### src/rtl/mem_arbiter.sv
// Two-port round-robin arbiter in front of a single-port BSRAM.
// One command per clock; read data is routed back to the issuing port.
module mem_arbiter #(
    parameter int AW     = 4,
    parameter int DW     = 8,
    parameter int RD_LAT = 2
) (
    input  logic          clk,
    input  logic          rst,
    input  logic          req0,
    input  logic          wr0,
    input  logic [AW-1:0] addr0,
    input  logic [DW-1:0] wdata0,
    input  logic          req1,
    input  logic          wr1,
    input  logic [AW-1:0] addr1,
    input  logic [DW-1:0] wdata1,
    output logic          gnt0,
    output logic          gnt1,
    output logic [DW-1:0] rdata0,
    output logic [DW-1:0] rdata1,
    output logic          rvalid0,
    output logic          rvalid1,
    output logic          mem_ce,
    output logic          mem_wre,
    output logic          mem_oce,
    output logic [AW-1:0] mem_ad,
    output logic [DW-1:0] mem_din,
    input  logic [DW-1:0] mem_dout
);

    logic              last;
    logic              acc;
    logic              sel;
    logic              cmd_wr;
    logic [AW-1:0]     cmd_ad;
    logic [DW-1:0]     cmd_din;
    logic              iss_v;
    logic              iss_p;
    logic [RD_LAT-1:0] pv;
    logic [RD_LAT-1:0] pp;

    // last = port granted most recently; the other port wins a tie
    always_comb begin
        gnt0 = req0 && (!req1 || last);
        gnt1 = req1 && (!req0 || !last);
    end

    assign acc     = (req0 && gnt0) || (req1 && gnt1);
    assign sel     = gnt1;
    assign cmd_wr  = sel ? wr1 : wr0;
    assign cmd_ad  = sel ? addr1 : addr0;
    assign cmd_din = sel ? wdata1 : wdata0;

    assign mem_ce  = 1'b1;
    assign mem_oce = |pv;

    always_ff @(posedge clk or posedge rst) begin
        if (rst) begin
            last    <= 1'b1;
            mem_wre <= 1'b0;
            mem_ad  <= '0;
            mem_din <= '0;
            iss_v   <= 1'b0;
            iss_p   <= 1'b0;
        end else begin
            mem_wre <= acc && cmd_wr;
            iss_v   <= acc && !cmd_wr;
            iss_p   <= sel;
            if (acc) begin
                last    <= sel;
                mem_ad  <= cmd_ad;
                mem_din <= cmd_din;
            end
        end
    end

    // Tracks reads from the mem_* stage until mem_dout is valid
    always_ff @(posedge clk or posedge rst) begin
        if (rst) begin
            pv <= '0;
            pp <= '0;
        end else begin
            pv[0] <= iss_v;
            pp[0] <= iss_p;
            for (int i = 1; i < RD_LAT; i++) begin
                pv[i] <= pv[i-1];
                pp[i] <= pp[i-1];
            end
        end
    end

    always_ff @(posedge clk or posedge rst) begin
        if (rst) begin
            rdata0  <= '0;
            rdata1  <= '0;
            rvalid0 <= 1'b0;
            rvalid1 <= 1'b0;
        end else begin
            rvalid0 <= pv[RD_LAT-1] && !pp[RD_LAT-1];
            rvalid1 <= pv[RD_LAT-1] && pp[RD_LAT-1];
            if (pv[RD_LAT-1] && !pp[RD_LAT-1])
                rdata0 <= mem_dout;
            if (pv[RD_LAT-1] && pp[RD_LAT-1])
                rdata1 <= mem_dout;
        end
    end

endmodule
### config.mk
export PLATFORM = sky130hd
export DESIGN_NAME = mem_arbiter
export DESIGN_NICKNAME = d
export VERILOG_FILES = /design/src/rtl/mem_arbiter.sv
export SDC_FILE = /design/constraint.sdc
export NUM_CORES = 1
export LEC_CHECK = 0
export BUFFER_PORTS_ARGS = -buffer_cell sky130_fd_sc_hd__buf_2
export CAP_MARGIN = 5
export CORE_UTILIZATION = 42
export CTS_BUF_LIST = sky130_fd_sc_hd__clkbuf_8 sky130_fd_sc_hd__clkbuf_16
export DETAILED_ROUTE_END_ITERATION = 8
export GPL_ROUTABILITY_DRIVEN = 1
export PLACE_DENSITY = 0.75
export SLEW_MARGIN = 10
export SYNTH_ARGS = -nofsm -noshare
export SYNTH_HDL_FRONTEND = slang
export SYNTH_SLANG_ARGS = --single-unit
### constraint.sdc
create_clock -name clk -period 1.1 [get_ports clk]
set_clock_uncertainty 0.1 [all_clocks]
set_input_delay 0 -clock clk [delete_from_list [all_inputs] [get_ports clk]]
set_output_delay 0 -clock clk [all_outputs]
set_load 0.03 [all_outputs]
### Word-level counts from Yosys, hierarchy flattened

Index checks and enable logic that the tools add are counted.

| word-level totals | value |
|---|---|
| flip-flop bits (word level) | 38 |
| bits of input ports | 38 |
| output and inout port bits | 35 |
| word-level logic and storage cells | 32 |

| operators by class | value |
|---|---|
| multiplexer cells | 3 |
| reduce and logical (&&, ||, !) cells | 17 |

Operators by type and width:

| kind | count |
|---|---|
| 1-bit logical AND | 8 |
| 8-bit two-way mux | 1 |
| 1-bit zero test | 5 |
| 4-bit two-way mux | 1 |
| 1-bit logical OR | 3 |
| 2-bit OR reduction | 1 |
| 1-bit two-way mux | 1 |

### Longest topological paths before layout

Gate-level depths: netlist of the first run.

| logic depth | value |
|---|---|
| word-level depth | 6 |
| depth in mapped cells | 5 |
| depth with buffers taken out | 4 |

### Worst setup path after synthesis of the first run

No wires, ideal clock.

| timing | value |
|---|---|
| path type | register to register |
| from | reg last |
| to | reg mem_wre |
| setup time | 121 ps |
| arrival | 1109 ps |
| path slack | -229 ps |
| cell stages (with the launch flop) | 4 |
| clock period less this slack | 1329 ps |
| path through | dfstp_2 -> a21bo_4 -> inv_1 -> a22o_1 |

| between the ends | value |
|---|---|
| word-level cells in the longest chain between the ends | 6 |
| elaborated cells on any way between the ends | 10 |

Ends and longest elaborated chain:

| item | line | source |
|---|---|---|
| from (decl) | 32 | `logic last;` |
| from (signal assigned) | 71 | `last <= sel;` |
| 1-bit zero test * | 46 | `gnt1 = req1 && (!req0 \|\| !last);` |
| 1-bit logical OR * | 46 |  |
| 1-bit logical AND * | 46 |  |
| net gnt1 | 19 | `output logic gnt1,` |
| 1-bit logical AND | 49 | `assign acc = (req0 && gnt0) \|\| (req1 && gnt1);` |
| 1-bit logical OR | 49 |  |
| 1-bit logical AND * | 67 | `mem_wre <= acc && cmd_wr;` |
| to (signal assigned) | 67 |  |
| to (decl) | 25 | `output logic mem_wre,` |

Mark *: on every way through the listed nets, which the timed path passes. The rest lies on a longest branch.
A chain may end at the register's enable or synchronous reset.

### Worst setup path after layout of the first run

| timing | value |
|---|---|
| from | reg last |
| to | out gnt1 |

| between the ends | value |
|---|---|
| word-level cells in the longest chain between the ends | 3 |

Ends and longest elaborated chain:

| item | line |
|---|---|
| 1-bit zero test | 46 |
| 1-bit logical OR | 46 |
| 1-bit logical AND | 46 |
| to (decl) | 19 |

Every way passes these cells.

==> results of run 1 <==
## power breakdown
part	internal (uW)	leakage (uW)	switching (uW)	total (uW)
logic	761	0.000904	944	1710
registers	1660	0.000447	163	1820
clock network	496	0.0000524	472	968
## layout make-up
cell class / count / area, um2
Clock inverter: 2 / 8.76
Sequential cell: 38 / 953
Timing Repair Buffer: 123 / 917
Clock buffer: 6 / 82.6
Tap cell: 48 / 60.1
Multi-Input combinational cell: 66 / 717
Inverter: 7 / 28.8
Fill cell: 229 / 921
## registers in the layout, summed over array words and instances (netlist names)
register,count
pv,2
mem_wre,1
pp,2
mem_din,8
rvalid0,1
iss_p,1
rvalid1,1
iss_v,1
last,1
rdata1,8
mem_ad,4
rdata0,8
## worst register-to-register path: cells and delay by family (launching register included)
kind	cells	cell delay (ns)
AND/OR/NAND/NOR	1	0.11
AO/OA/AOI/OAI	2	0.22
flip-flops	1	0.56
buffers and inverters	1	0.17
## placed cells by master, fill, tap and decap left out
cell type       n
a21oi_1         7
nand2b_4        2
dfrtp_1        36
buf_2          68
a21bo_4         1
conb_1          1
o22ai_2        10
nand2_8         2
dlygate4sd3_1  35
clkinv_2        1
buf_6           7
inv_2           1
inv_1           6
inv_4           1
or2_4           1
mux2i_1        12
buf_12          4
dfrtp_2         1
clkbuf_8        6
a21boi_0        1
a21oi_2         5
nand2_1         1
a22o_1          1
o22ai_1         1
o21ai_1         3
mux2_4         16
dfstp_2         1
buf_4           9
nand3b_1        2
## cells in the mapped netlist
master / number
buf_6: 2
clkbuf_1: 1
o22ai_1: 1
nand3b_1: 2
conb_1: 1
mux2i_1: 12
or2_2: 1
a21oi_1: 12
dfstp_2: 1
buf_12: 1
inv_1: 7
mux2_2: 16
nand2_1: 2
a22o_1: 1
dfrtp_1: 37
buf_4: 2
o21ai_0: 3
nand2b_1: 1
a21bo_4: 1
a21boi_0: 1
o22ai_2: 10
buf_2: 1
## per-layer routing
metal / up-vias / share of wire / track usage
li1: 656 / - / -
met4: 0 / 0.0078 / 0.0750
met5: - / 0 / 0
met2: 67 / 0.53 / 0.427
met1: 708 / 0.41 / 0.244
met3: 4 / 0.051 / 0.0393
## stage by stage
step	worst slack [ns]	TNS, ns	total power, uW
finish	-0.197	-4.50	4500
global route	-0.246	-5.97	4690
CTS	-0.203	-4.25	4380
detailed placement	-0.160	-3.12	3190
global placement	-0.0916	-2.38	3130
floorplan	-0.229	-1.13	2720
## worst paths after layout
check,startpoint,slack [ns],to
max,last,-0.20,gnt1
min,req0,0.02,iss_v
max reg2reg,last,-0.19,mem_din[2]
min reg2reg,iss_p,0.25,pp[0]
max in group asynchronous,rst,0.43,last
min in group asynchronous,rst,0.23,rdata1[2]
## cell families after synthesis
group           Yosys count  share of synthesized area
compound gates           29                      0.147
buf+inv                  14                     0.0570
flops                    38                      0.587
mux                      28                      0.185
other cells               1                    0.00231
simple gates              6                     0.0216
## what timing repair did
item | 4_1_cts | 5_1_grt
gates cloned | 1 | 1
hold buffers | 35 | 0
pin swaps | 2 | 2
endpoints found under the hold margin | 68 | 0
buffers inserted | 4 | 4
setup endpoints to repair | 34 | 35
gates resized for setup | 28 | 17
==> results.py, run 1 <==
metrics = {
    "sta": {
        "fin_crit_ns": 1.30,
        "worst_slack_ns": -0.197,
        "max_freq_ghz": 0.771,
        "fin_crit_sh": 1.18,
        "whs_ns": 0.0223,
        "rsz0062_at_grt": "yes",
        "hold_viol_final": 0,
        "finalSetupViolCount": 36,
        "maxSlewViolCount": 0,
    },
    "setup_path": {
        "start_kind": "flip-flop",
        "critical_path.max_stage_delay_ns": 0.56,
        "end_kind": "primary output",
        "cp.depth": 3,
        "required_ns": 1.00,
        "reg2reg_depth": 4,
        "cp.arrival_ns": 1.20,
        "crit_chain": "a21bo_4, inv_4, buf_6",
        "crit_fanout": 4,
        "crit_buf_inv": 2,
        "setup.worst_path.class": "reg2out",
        "cp_slowest_cell": "dfstp_2",
        "crit_family": "flip-flops",
    },
    "yosys": {
        "ys_warn_count": 0,
        "ys_types": 22,
        "syn_nets": 154,
        "yosys-top-cells-area": "dfrtp_1 (57%), mux2_2 (11%), o22ai_2 (7.7%)",
        "synth_area_um2": 1620,
        "syn_inst": 116,
        "synth-seq-area-share": 0.587,
        "yosysTopAreaCell": "dfrtp_1",
        "avgSynthCellArea_um2": 14.0,
        "synth_top_cell_area_share": 0.571,
        "synth-seq-cells": 38,
    },
    "clocking": {
        "cts_tree": "built",
        "clockBufferDepth": 2,
        "clk_latency_ns": 0.28,
        "clk_pin_slew_ns": 0.08,
        "clock_sinks": 38,
        "h-tree-depth": 2,
        "cts-root-buf": "clkbuf_8",
        "cts_made_buffers": 5,
    },
    "floorplan": {
        "io_pins": 73,
        "initial_core_util": 0.440,
        "rows": 22,
        "die_w_um": 64.2,
        "dieArea_um2": 4120,
        "die_y_um": 64.2,
        "core_um2": 3690,
    },
    "pwr": {
        "p_per_area_nw_per_um2": 1620,
        "ir_worst_vdd_mv": 0.759,
        "p_leak_uw": 0.00140,
    },
    "min_path": {
        "min_path_cells": 3,
        "min_path_type": "in2reg",
    },
    "placed_design": {
        "dpl-instance-area_um2": 2100,
        "io_buffers": 71,
        "place_inst": 238,
        "dpl.hpwl_um": 2550,
        "place_congestion": 0.756,
    },
    "global_routing": {
        "grt_pass1_vias": 1517,
        "grt_max_degree": 39,
        "grt_use_total": 0.223,
        "antenna_found_initial": 0,
        "grt_overflow_total": 0,
        "grt_pass1_wl_um": 6920,
    },
    "route": {
        "vias": 1435,
        "ant_nets": 0,
        "wl_per_cell_um": 15.6,
        "drtIter0Drc": 39,
        "drt_pass1_iterations": 4,
        "avgViaCountPerCell": 4.95,
        "drc": 0,
        "detail_route.wirelength_um": 4520,
    },
    "run": {
        "cap_violations": 0,
    },
    "final_layout": {
        "finish.utilization": 0.750,
        "final_cells": 290,
        "fin_nets": 279,
        "design_area_um2": 2770,
        "n_antenna_cell": 0,
        "layout-drive-gt1-share": 0.562,
        "synthToLayoutAreaGrowth_pct": 70.5,
    },
    "run_status": {
        "violations": "setup timing",
        "status": "complete, but fails checks",
    },
}
(Power assumes the default switching activity.)
==> run 2, diff against run 1 <==
--- a/config.mk
+++ b/config.mk
@@ -7,11 +7,11 @@
 export LEC_CHECK = 0
 export BUFFER_PORTS_ARGS = -buffer_cell sky130_fd_sc_hd__buf_2
 export CAP_MARGIN = 5
-export CORE_UTILIZATION = 42
+export CORE_UTILIZATION = 50
 export CTS_BUF_LIST = sky130_fd_sc_hd__clkbuf_8 sky130_fd_sc_hd__clkbuf_16
 export DETAILED_ROUTE_END_ITERATION = 8
 export GPL_ROUTABILITY_DRIVEN = 1
-export PLACE_DENSITY = 0.75
+export PLACE_DENSITY = 0.84
 export SLEW_MARGIN = 10
 export SYNTH_ARGS = -nofsm -noshare
 export SYNTH_HDL_FRONTEND = slang
==> constraint.sdc (replaced) <==
create_clock -name clk -period 1.5 [get_ports clk]
set_clock_uncertainty 0.1 [all_clocks]
set_input_delay 0 -clock clk [delete_from_list [all_inputs] [get_ports clk]]
set_output_delay 0 -clock clk [all_outputs]
set_load 0.03 [all_outputs]
==> run 2 against run 1 <==
  * The run now ends clean
  * Wire length shrank 6.0%
  * Non-clock buffer count shrank 10
  * Largest power group unchanged
  * Total power shrank 32%
==> results.py, run 2 (synthesized netlist as in run 1, its figures left out) <==
metrics = {
    "run_status": {
        "status": "finished clean",
    },
    "sta": {
        "maxSlewViolCount": 0,
        "max_freq_ghz": 0.691,
        "rsz0062_at_grt": "no",
        "fin_crit_sh": 0.965,
        "hold_viol_final": 0,
        "fin_tns_setup_ns": 0,
        "fin_crit_ns": 1.45,
        "finalSetupViolCount": 0,
    },
    "final_layout": {
        "final_common_cell": "buf_2",
        "fin_nets": 267,
        "layout-drive-gt1-share": 0.491,
        "final_cell_mix": "buf_2 (70), dfrtp_1 (37), dlygate4sd3_1 (36)",
        "reg_top3": "mem_din (8), rdata0 (8), rdata1 (8)",
        "n_antenna_cell": 0,
        "synthToLayoutAreaGrowth_pct": 52.7,
        "final_cells": 274,
        "finish.utilization": 0.805,
        "n_fill_cell": 174,
    },
    "global_routing": {
        "grt_max_degree": 39,
        "grt_use_total": 0.266,
        "grt_pass1_vias": 1422,
        "grt_pass1_wl_um": 6510,
        "grt_overflow_total": 0,
        "antenna_found_initial": 0,
    },
    "route": {
        "drt_pass1_iterations": 4,
        "drtIter0Drc": 44,
        "ant_nets": 0,
        "drc": 0,
        "vias": 1388,
        "detail_route.wirelength_um": 4250,
        "wl_per_cell_um": 15.5,
        "avgViaCountPerCell": 5.07,
    },
    "clocking": {
        "clockBufferDepth": 2,
        "clock_sinks": 38,
        "clk_pin_slew_ns": 0.07,
        "cts-root-buf": "clkbuf_8",
        "cts_made_buffers": 5,
        "cts_tree": "built",
        "clk_latency_ns": 0.29,
        "h-tree-depth": 2,
    },
    "pwr": {
        "ir_worst_vdd_mv": 0.655,
        "p_leak_uw": 0.00124,
        "p_per_area_nw_per_um2": 1240,
    },
    "placed_design": {
        "io_buffers": 71,
        "place_inst": 229,
        "dpl.hpwl_um": 2280,
        "place_congestion": 0.754,
    },
    "floorplan": {
        "initial_core_util": 0.527,
        "io_pins": 73,
        "dieArea_um2": 3480,
        "core_um2": 3080,
        "rows": 20,
        "die_y_um": 59.0,
        "die_w_um": 59.0,
    },
    "setup_path": {
        "setup.worst_path.class": "reg2out",
        "reg2reg_depth": 4,
        "cp.arrival_ns": 1.35,
        "required_ns": 1.40,
        "crit_fanout": 6,
        "r2r_end": "mem_ad[2]",
        "start_kind": "flip-flop",
        "reg2reg_from": "last",
        "end_kind": "primary output",
        "reg2reg_slack_ns": 0.10,
    },
    "min_path": {
        "min_path_type": "in2reg",
        "min_from": "req1",
        "holdPathEnd": "iss_v",
        "min_path_cells": 3,
    },
    "run": {
        "cap_violations": 0,
    },
}
-- run 2: changes by cell type in the layout (fill, tap and decap cells not counted), sizes merged --
cell         change
buf             -12
nand2b           -1
nand2            -1
clkbuf           +1
dlygate4sd3      +1
-- run 2: cell type report --
cell class / instances / area, um2 / area share
Tap cell: 44 / 55.1 / 0.0222
Timing Repair Buffer: 113 / 776 / 0.313
Inverter: 7 / 26.3 / 0.0106
Clock buffer: 6 / 82.6 / 0.0333
Sequential cell: 38 / 952 / 0.384
Multi-Input combinational cell: 64 / 578 / 0.233
Clock inverter: 2 / 8.76 / 0.00353
-- run 2: per-stage QoR --
step / instance area (um2) / setup slack, ns / hold slack [ns] / power (uW)
after global routing: 2480 / 0.00879 / 0.0595 / 3220
after detailed placement: 2020 / 0.178 / 0.0256 / 2290
after CTS: 2470 / 0.0562 / 0.0496 / 3060
after floorplan: 1620 / 0.171 / -0.0175 / 1980
final: 2480 / 0.0527 / 0.0606 / 3070
after global placement: 2020 / 0.197 / 0.0238 / 2250
-- run 2: worst max-delay path by stage --
stage,start,endpoint,cells past startpoint
2_1_floorplan,last,mem_wre,3
3_3_place_gp,pv[1],rdata0[7],2
3_5_place_dp,last,mem_din[0],4
4_1_cts,last,gnt1,3
5_1_grt,last,gnt1,3
6_report,last,gnt1,3
-- run 2: what timing repair did --
| action | in CTS | in global routing |
|---|---|---|
| hold buffers | 36 | 0 |
| resized for setup | 0 | 1 |
| buffers inserted | 0 | 1 |
| endpoints found under the hold margin | 67 | 0 |
| endpoints found under the setup margin | 0 | 2 |
-- run 2: layer usage --
metal | up-vias | global-route usage | wire, um
met5 | - | 0 | 0
met4 | 0 | 0.112 | 66
met1 | 653 | 0.310 | 1640
li1 | 634 | - | -
met2 | 92 | 0.451 | 2160
met3 | 9 | 0.0873 | 379
-- run 2: power by group --
group,internal [uW],switching [uW],leakage [uW]
clock network,363,332,0.0000524
logic,411,651,0.000736
registers,1220,97.3,0.000448
total,1990,1080,0.00124
-- run 2: worst max-delay path, stage by stage (launching register included) --
cell	delay [ns]
dfstp_2	0.60
a21bo_4	0.20
inv_1	0.08
buf_2	0.18
==> run 3, diff against run 2 <==
==> constraint.sdc (replaced) <==
create_clock -name clk -period 1.85 [get_ports clk]
set_clock_uncertainty 0.1 [all_clocks]
set_input_delay 0 -clock clk [delete_from_list [all_inputs] [get_ports clk]]
set_output_delay 0 -clock clk [all_outputs]
set_load 0.03 [all_outputs]
==> run 3 against run 2 <==
  * Sequential power fell by 18%
  * Combinational power decreased by 19%
  * First-iteration DRC count decreased by 30%
  * Cell count is 0.73% lower
  * Sequential cell count unchanged
  * Register-to-register slack about the same
  * Non-clock buffer count decreased by 2
  * Via count up 1.6%
  * Critical path depth rose by 1
  * Wire length is 5.9% higher
==> results.py, run 3 (synthesized netlist as in run 1, its figures left out) <==
metrics = {
    "run_status": {
        "status": "finished clean",
    },
    "setup_path": {
        "start_kind": "flip-flop",
        "reg2reg_slack_ns": 0.10,
        "required_ns": 1.92,
        "setup.worst_path.class": "reg2reg",
        "r2r_end": "iss_v",
        "end_kind": "flip-flop",
        "crit_fanout": 6,
        "reg2reg_from": "last",
        "cp.arrival_ns": 1.82,
        "reg2reg_depth": 4,
    },
    "placed_design": {
        "dpl.hpwl_um": 2460,
        "io_buffers": 71,
        "place_congestion": 0.724,
        "place_inst": 225,
    },
    "route": {
        "drt_pass1_iterations": 4,
        "drtIter0Drc": 31,
        "vias": 1410,
        "drc": 0,
        "wl_per_cell_um": 16.5,
        "avgViaCountPerCell": 5.18,
        "detail_route.wirelength_um": 4500,
        "ant_nets": 0,
    },
    "clocking": {
        "cts_made_buffers": 5,
        "cts_tree": "built",
        "cts-root-buf": "clkbuf_8",
        "clock_sinks": 38,
        "clk_pin_slew_ns": 0.08,
        "clockBufferDepth": 2,
        "h-tree-depth": 2,
        "clk_latency_ns": 0.28,
    },
    "pwr": {
        "ir_worst_vdd_mv": 0.799,
        "p_leak_uw": 0.00123,
        "p_per_area_nw_per_um2": 1060,
        "total_power_uw": 2610,
    },
    "floorplan": {
        "io_pins": 73,
        "rows": 20,
        "die_w_um": 59.0,
        "dieArea_um2": 3480,
        "die_y_um": 59.0,
        "initial_core_util": 0.527,
        "core_um2": 3080,
    },
    "final_layout": {
        "n_fill_cell": 176,
        "final_cell_mix": "buf_2 (71), dlygate4sd3_1 (37), dfrtp_1 (37)",
        "fin_nets": 265,
        "multiInputGateArea_um2": 578,
        "synthToLayoutAreaGrowth_pct": 52.1,
        "regArea_um2": 952,
        "final_common_cell": "buf_2",
        "reg_top3": "mem_din (8), rdata0 (8), rdata1 (8)",
        "n_antenna_cell": 0,
        "layout-drive-gt1-share": 0.487,
        "final_cells": 272,
        "finish.utilization": 0.802,
    },
    "min_path": {
        "holdPathEnd": "mem_ad[0]",
        "min_path_cells": 4,
        "min_path_type": "in2reg",
        "min_from": "req1",
    },
    "sta": {
        "whs_ns": 0.136,
        "finalSetupViolCount": 0,
        "fin_tns_setup_ns": 0,
        "max_slew_margin": 0.625,
        "max_freq_ghz": 0.572,
        "fin_crit_ns": 1.75,
        "rsz0062_at_grt": "no",
        "hold_viol_final": 0,
        "fin_crit_sh": 0.945,
        "worst_pin_slew_ns": 0.562,
        "maxSlewViolCount": 0,
    },
    "global_routing": {
        "grt_overflow_total": 0,
        "grt_max_degree": 39,
        "grt_pass1_wl_um": 6700,
        "antenna_found_initial": 0,
        "grt_pass1_vias": 1438,
        "grt_use_total": 0.271,
    },
    "run": {
        "cap_violations": 0,
    },
}
## run 3: changes by cell type in the layout (fill, tap and decap cells not counted), sizes merged
cell,delta
inv,-1
bufinv,+1
clkinv,+1
buf,-2
dlygate4sd3,+1
clkbuf,-2
## run 3: worst max path at each step
stage	startpoint	to	slack, ns
2_1_floorplan	last	mem_wre	0.52
5_1_grt	last	iss_v	0.07
4_1_cts	last	mem_din[7]	0.04
6_report	last	iss_v	0.10
3_3_place_gp	last	mem_ad[1]	0.43
3_5_place_dp	last	mem_ad[1]	0.34
## run 3: critical path, cell delays in order, from the launching register on
cell and delay (ns):
dfstp_2 0.61, a21bo_4 0.17, buf_4 0.13, o22ai_2 0.07
dlygate4sd3_1 0.56
## run 3: per-stage QoR
| stage | setup WS (ns) | instance area (um2) |
|---|---|---|
| 4_1_cts | 0.0430 | 2450 |
| 3_3_place_gp | 0.430 | 1970 |
| 6_report | 0.102 | 2470 |
| 3_5_place_dp | 0.344 | 1970 |
| 5_1_grt | 0.0728 | 2470 |
| 2_1_floorplan | 0.521 | 1620 |
## run 3: cell type report
class | count | area share
Multi-Input combinational cell | 64 | 0.234
Tap cell | 44 | 0.0223
Sequential cell | 38 | 0.386
Clock inverter | 3 | 0.0162
Timing Repair Buffer | 111 | 0.303
Clock buffer | 5 | 0.0279
Inverter | 7 | 0.0106
## run 3: repair_timing
| item | in CTS | in global routing |
|---|---|---|
| hold endpoints to repair | 67 | 0 |
| hold buffers | 37 | 0 |
| setup buffers | 0 | 2 |
| gates resized for setup | 0 | 0 |
| setup endpoints to repair | 0 | 2 |
## run 3: report_power, final
group,internal (uW),switching (uW)
clock,397,287
combinational,327,530
sequential,986,85.0
## run 3: routing by layer
layer | share of wire | global-route usage
met5 | 0 | 0
met4 | 0.027 | 0.119
met3 | 0.067 | 0.0611
met1 | 0.39 | 0.301
met2 | 0.51 | 0.494
